## config.mk

```make
export PLATFORM = sky130hd
export DESIGN_NAME = mem_port_arbiter
export DESIGN_NICKNAME = d
export VERILOG_FILES = /design/src/rtl/mem_arb_pkg.sv /design/src/rtl/arb_starve_guard.sv /design/src/rtl/mem_port_arbiter.sv
export SDC_FILE = /design/constraint.sdc
export NUM_CORES = 1
export LEC_CHECK = 0
export ABC_AREA = 1
export ABC_CLOCK_PERIOD_IN_PS = 6400
export BUFFER_PORTS_ARGS = -buffer_cell sky130_fd_sc_hd__buf_4
export CAP_MARGIN = 10
export CORE_MARGIN = 1.5
export CORE_UTILIZATION = 35
export DETAILED_ROUTE_END_ITERATION = 10
export PLACE_DENSITY_LB_ADDON = 0.25
export SYNTH_ARGS = -nofsm -noshare
export SYNTH_HDL_FRONTEND = slang
export SYNTH_HIERARCHICAL = 1
export SYNTH_SLANG_ARGS = --single-unit
```

## constraint.sdc

```tcl
create_clock -name clk -period 6.4 [get_ports clk]
set_clock_uncertainty 0.15 [all_clocks]
set_input_delay 1.28 -clock clk [delete_from_list [all_inputs] [get_ports clk]]
set_output_delay 1.28 -clock clk [all_outputs]
set_load 0.1 [all_outputs]
```

## src/rtl/mem_arb_pkg.sv

```systemverilog
// Shared encodings for the instruction/data memory port arbiter.
// The FSM state type and the grant identifiers are used by the top and by the starvation guard.
package mem_arb_pkg;

  typedef enum logic [1:0] {
    IDLE  = 2'd0,
    ISSUE = 2'd1,
    WAIT  = 2'd2,
    RESP  = 2'd3
  } arb_state_e;

  localparam logic GNT_I = 1'b0;
  localparam logic GNT_D = 1'b1;

endpackage

```

## src/rtl/arb_starve_guard.sv

```systemverilog
// Picks the winner of an IDLE-cycle arbitration. Data normally wins; fetch is forced
// through once data has won STARVE_MAX grants in a row while fetch was waiting.
module arb_starve_guard
  import mem_arb_pkg::*;
#(
  parameter int STARVE_MAX = 4
) (
  input  logic clk,
  input  logic rst,
  input  logic sample,
  input  logic i_req,
  input  logic d_req,
  output logic gnt_d
);

  localparam int SW = (STARVE_MAX > 0) ? $clog2(STARVE_MAX + 1) : 1;
  localparam logic [SW-1:0] SMAX = SW'(STARVE_MAX);

  logic [SW-1:0] streak_q;
  logic [SW-1:0] streak_d;
  logic          guard_fire;

  assign guard_fire = i_req && (STARVE_MAX != 0) && (streak_q == SMAX);
  assign gnt_d      = (d_req && !guard_fire) ? GNT_D : GNT_I;

  // Streak counts data wins that kept a pending fetch waiting; any other grant clears it.
  always_comb begin
    streak_d = streak_q;
    if (sample) begin
      if ((gnt_d == GNT_D) && i_req) begin
        if (streak_q != SMAX) begin
          streak_d = streak_q + SW'(1);
        end
      end else begin
        streak_d = '0;
      end
    end
  end

  always_ff @(posedge clk or posedge rst) begin
    if (rst) begin
      streak_q <= '0;
    end else begin
      streak_q <= streak_d;
    end
  end

endmodule

```

## src/rtl/mem_port_arbiter.sv

```systemverilog
// Serialises instruction-fetch and data accesses onto one synchronous single-port RAM
// with a fixed read latency; every output is driven straight from a register.
module mem_port_arbiter
  import mem_arb_pkg::*;
#(
  parameter int AW         = 32,
  parameter int DW         = 32,
  parameter int RD_LAT     = 1,
  parameter int STARVE_MAX = 4
) (
  input  logic          clk,
  input  logic          rst,
  input  logic          i_req,
  input  logic [AW-1:0] i_addr,
  output logic          i_ack,
  output logic          i_rvalid,
  output logic [DW-1:0] i_rdata,
  input  logic          d_req,
  input  logic          d_we,
  input  logic [AW-1:0] d_addr,
  input  logic [DW-1:0] d_wdata,
  output logic          d_ack,
  output logic          d_rvalid,
  output logic [DW-1:0] d_rdata,
  output logic          ram_en,
  output logic          ram_we,
  output logic [AW-1:0] ram_addr,
  output logic [DW-1:0] ram_wdata,
  input  logic [DW-1:0] ram_rdata,
  output logic          busy
);

  localparam int LW = (RD_LAT > 1) ? $clog2(RD_LAT) : 1;
  localparam logic [LW-1:0] LAT_INIT = LW'(RD_LAT - 1);

  arb_state_e    state_q;
  logic          winner_q;
  logic [LW-1:0] lat_cnt_q;
  logic          i_ack_q, i_rvalid_q, d_ack_q, d_rvalid_q;
  logic [DW-1:0] i_rdata_q, d_rdata_q;
  logic          ram_en_q, ram_we_q, busy_q;
  logic [AW-1:0] ram_addr_q;
  logic [DW-1:0] ram_wdata_q;
  logic          sample;
  logic          gnt_d;

  assign sample = (state_q == IDLE) && (i_req || d_req);

  arb_starve_guard #(
    .STARVE_MAX(STARVE_MAX)
  ) u_guard (
    .clk   (clk),
    .rst   (rst),
    .sample(sample),
    .i_req (i_req),
    .d_req (d_req),
    .gnt_d (gnt_d)
  );

  // Pulses default low every cycle; ram_we stays valid through ISSUE so it can steer the write path.
  always_ff @(posedge clk or posedge rst) begin
    if (rst) begin
      state_q     <= IDLE;
      winner_q    <= GNT_I;
      lat_cnt_q   <= '0;
      i_ack_q     <= 1'b0;
      i_rvalid_q  <= 1'b0;
      i_rdata_q   <= '0;
      d_ack_q     <= 1'b0;
      d_rvalid_q  <= 1'b0;
      d_rdata_q   <= '0;
      ram_en_q    <= 1'b0;
      ram_we_q    <= 1'b0;
      ram_addr_q  <= '0;
      ram_wdata_q <= '0;
      busy_q      <= 1'b0;
    end else begin
      i_ack_q    <= 1'b0;
      d_ack_q    <= 1'b0;
      i_rvalid_q <= 1'b0;
      d_rvalid_q <= 1'b0;
      ram_en_q   <= 1'b0;
      ram_we_q   <= 1'b0;
      case (state_q)
        IDLE: begin
          if (i_req || d_req) begin
            winner_q    <= gnt_d;
            ram_en_q    <= 1'b1;
            ram_we_q    <= (gnt_d == GNT_D) && d_we;
            ram_addr_q  <= (gnt_d == GNT_D) ? d_addr : i_addr;
            ram_wdata_q <= (gnt_d == GNT_D) ? d_wdata : '0;
            i_ack_q     <= (gnt_d == GNT_I);
            d_ack_q     <= (gnt_d == GNT_D);
            busy_q      <= 1'b1;
            state_q     <= ISSUE;
          end
        end
        ISSUE: begin
          if (ram_we_q) begin
            d_rdata_q  <= '0;
            d_rvalid_q <= 1'b1;
            state_q    <= RESP;
          end else begin
            lat_cnt_q <= LAT_INIT;
            state_q   <= WAIT;
          end
        end
        WAIT: begin
          if (lat_cnt_q == '0) begin
            if (winner_q == GNT_D) begin
              d_rdata_q  <= ram_rdata;
              d_rvalid_q <= 1'b1;
            end else begin
              i_rdata_q  <= ram_rdata;
              i_rvalid_q <= 1'b1;
            end
            state_q <= RESP;
          end else begin
            lat_cnt_q <= lat_cnt_q - LW'(1);
          end
        end
        RESP: begin
          busy_q  <= 1'b0;
          state_q <= IDLE;
        end
        default: begin
          busy_q  <= 1'b0;
          state_q <= IDLE;
        end
      endcase
    end
  end

  assign i_ack     = i_ack_q;
  assign i_rvalid  = i_rvalid_q;
  assign i_rdata   = i_rdata_q;
  assign d_ack     = d_ack_q;
  assign d_rvalid  = d_rvalid_q;
  assign d_rdata   = d_rdata_q;
  assign ram_en    = ram_en_q;
  assign ram_we    = ram_we_q;
  assign ram_addr  = ram_addr_q;
  assign ram_wdata = ram_wdata_q;
  assign busy      = busy_q;

endmodule

```

==> impl_metrics.env <==
export IMPL_io_buffers=267
export IMPL_cp_end_kind="register"
export IMPL_status="completed"
export IMPL_first_iter_violations=259
export IMPL_hpwl_mm=11.5
export IMPL_drive_above_1_share_pct=31.2
export IMPL_die_area_um2=18000
export IMPL_antenna_found_initial=0
export IMPL_startpoint_type="input pin"
export IMPL_routabilityCongestion=0.772
export IMPL_vias_per_cell=4.57
export IMPL_arrival_ns=3.60
export IMPL_num_antenna_cells=0
export IMPL_wl_mm=17.2
export IMPL_reg2reg_to="ram_addr[20]"
export IMPL_hold_path_endpoint="d_rdata[0]"
export IMPL_clkTransAtPathRegs_ns=0.06
export IMPL_fin_tns_setup_ns=0
export IMPL_dieHeight_um=134
export IMPL_cts_resized=0
export IMPL_cts_root_buffer="clkbuf_16"
export IMPL_die_w_um=134
export IMPL_r2r_slack_ns=3.29
export IMPL_h_tree_depth=4
export IMPL_final_nets=1116
export IMPL_finalCritPeriodShare_pct=53.7
export IMPL_syn_area_um2=6010
export IMPL_synthDistinctLibCells=16
export IMPL_synth_nets=866
export IMPL_insertion_delay_ns=0.41
export IMPL_syn2layout_area_growth_pct=45.4
export IMPL_dr_pass1_iters=4
export IMPL_synth_cells=727
export IMPL_hold_violations=0
export IMPL_r2r_start="u_guard/streak_q[0]"
export IMPL_grtUsageTotal_pct=19.5
export IMPL_hold_depth=2
export IMPL_setup_viol=0
export IMPL_min_path_type="register to register"
export IMPL_num_vias=5525
export IMPL_ys_ff_latch=141
export IMPL_grt_pass1_wl_mm=27.4
export IMPL_grt_max_degree=83
export IMPL_post_route_min_period_ns=3.44
export IMPL_grt_pass1_vias=5321
export IMPL_io_pins=268
export IMPL_synth_top_cell_area_share_pct=58.8
export IMPL_gr_total_overflow=0
export IMPL_required_ns=6.56
export IMPL_cap_violations=0
export IMPL_coreArea_um2=16700
export IMPL_path_class="input pin to register"
export IMPL_worstRegToRegCells=10
export IMPL_postCtsSetupBuffers=0
export IMPL_ant_nets=0
export IMPL_slew_viol_final=0
export IMPL_rsz0062_at_grt="no"
export IMPL_max_freq_mhz=291
export IMPL_num_rows=47
export IMPL_worstMarginPinSlew_ns=1.14
export IMPL_start_util_pct=36.0
export IMPL_synth_top_cell_by_area="dfrtp_1"
export IMPL_numCtsBuffers=17
export IMPL_hp_start="d_rdata[0]"
export IMPL_avgSynthCellArea_um2=8.26
export IMPL_synthTopCellsByArea="dfrtp_1 (59%), nand2_1 (27%), nand4_1 (3.3%)"
export IMPL_clock_sinks=141
export IMPL_ys_seq_area_share_pct=58.8
export IMPL_relSlewSlack_pct=24.1
export IMPL_cts_tree="yes"
export IMPL_postCtsHoldBufs=0
export IMPL_cts_buffer_depth=2
export IMPL_synth_warnings=6
export IMPL_drc=0
export IMPL_wl_per_cell_um=14.2
export IMPL_path_max_fanout=67
## worst max-delay path by stage
stage	depth (start not counted)	endpoint	startpoint
floorplan	1	busy	rst
global placement	9	ram_addr[2]	i_req
detailed placement	9	ram_addr[31]	i_req
CTS	9	ram_addr[20]	i_req
global route	9	ram_addr[6]	i_req
finish	9	ram_addr[20]	i_req
## layout make-up
cell class	instances	area, µm²
tap	220	275
multi-input combinational	524	2180
clock buffer	18	439
timing repair buffer	273	2050
clock inverter	14	184
sequential	141	3530
fill	1658	7970
inverter	20	80.1
## through the flow
stage               cells  util, %  hold WS (ns)  instance area, µm²  setup WS (ns)
floorplan             727        -         0.327                6010           1.27
global placement     1178     48.6         0.305                8110           2.50
detailed placement   1178     48.6         0.309                8110           2.50
CTS                  1210     52.3         0.324                8730           2.96
global route         1210     52.3         0.343                8730           2.63
finish               1210     52.3         0.319                8730           2.96
## worst max-delay path, stage by stage
cell	delay (ns)
buf_4	0.13
nand3_1	0.07
nand2_1	0.06
inv_2	0.80
inv_1	0.81
nand2_1	0.22
nand2_1	0.07
nand2_1	0.07
nand2_1	0.05
## cell usage after synthesis, drive strengths merged
| master | number |
|---|---|
| a21boi | 1 |
| buf | 34 |
| clkbuf | 8 |
| dfrtp | 141 |
| ha | 6 |
| inv | 20 |
| nand2 | 438 |
| nand3 | 4 |
| nand4 | 32 |
| nor2 | 5 |
| o21a | 1 |
| o21ai | 37 |
## metal layers
layer,vias up,GRT usage (%),wire length [µm]
met4,0,5.62,180
met5,-,0,0
met2,211,31.3,8070
met1,2540,25.3,7350
li1,2762,-,-
met3,12,6.46,1600
## registers in the layout, indices dropped and copies added (netlist names)
signal            cells
winner_q              1
ram_addr             32
d_rvalid              1
ram_wdata            32
i_rvalid              1
ram_en                1
i_rdata              32
u_guard/streak_q      3
busy                  1
ram_we                1
d_ack                 1
i_ack                 1
d_rdata              32
state_q               2
## cell families (layout without fill, tap and decap cells)
family                     count (synthesis)  count (layout)  share of synthesized area (%)
and+or+nand+nor                          479             479                           31.5
DFF                                      141             141                           58.7
adders and majority gates                  6               6                           1.25
AOI/OAI and AO/OA                         39              39                           3.52
buffers and inverters                     62             325                           5.00
## placed cells by master (no fill, tap or decap)
cell type,instances
clkinv_4,4
ha_1,6
o21a_1,1
bufinv_16,3
inv_6,3
o21ai_0,36
nor2_4,1
o21ai_4,1
nand2_1,438
clkinvlp_4,4
inv_8,1
inv_2,1
nand4_1,32
clkbuf_16,17
inv_1,18
clkbuf_8,1
nor2_1,4
nand3_1,4
dfrtp_1,141
buf_4,273
a21boi_0,1
Power is not shown: default switching activity piles up to over one toggle a cycle in this logic, so the estimate is an artifact.
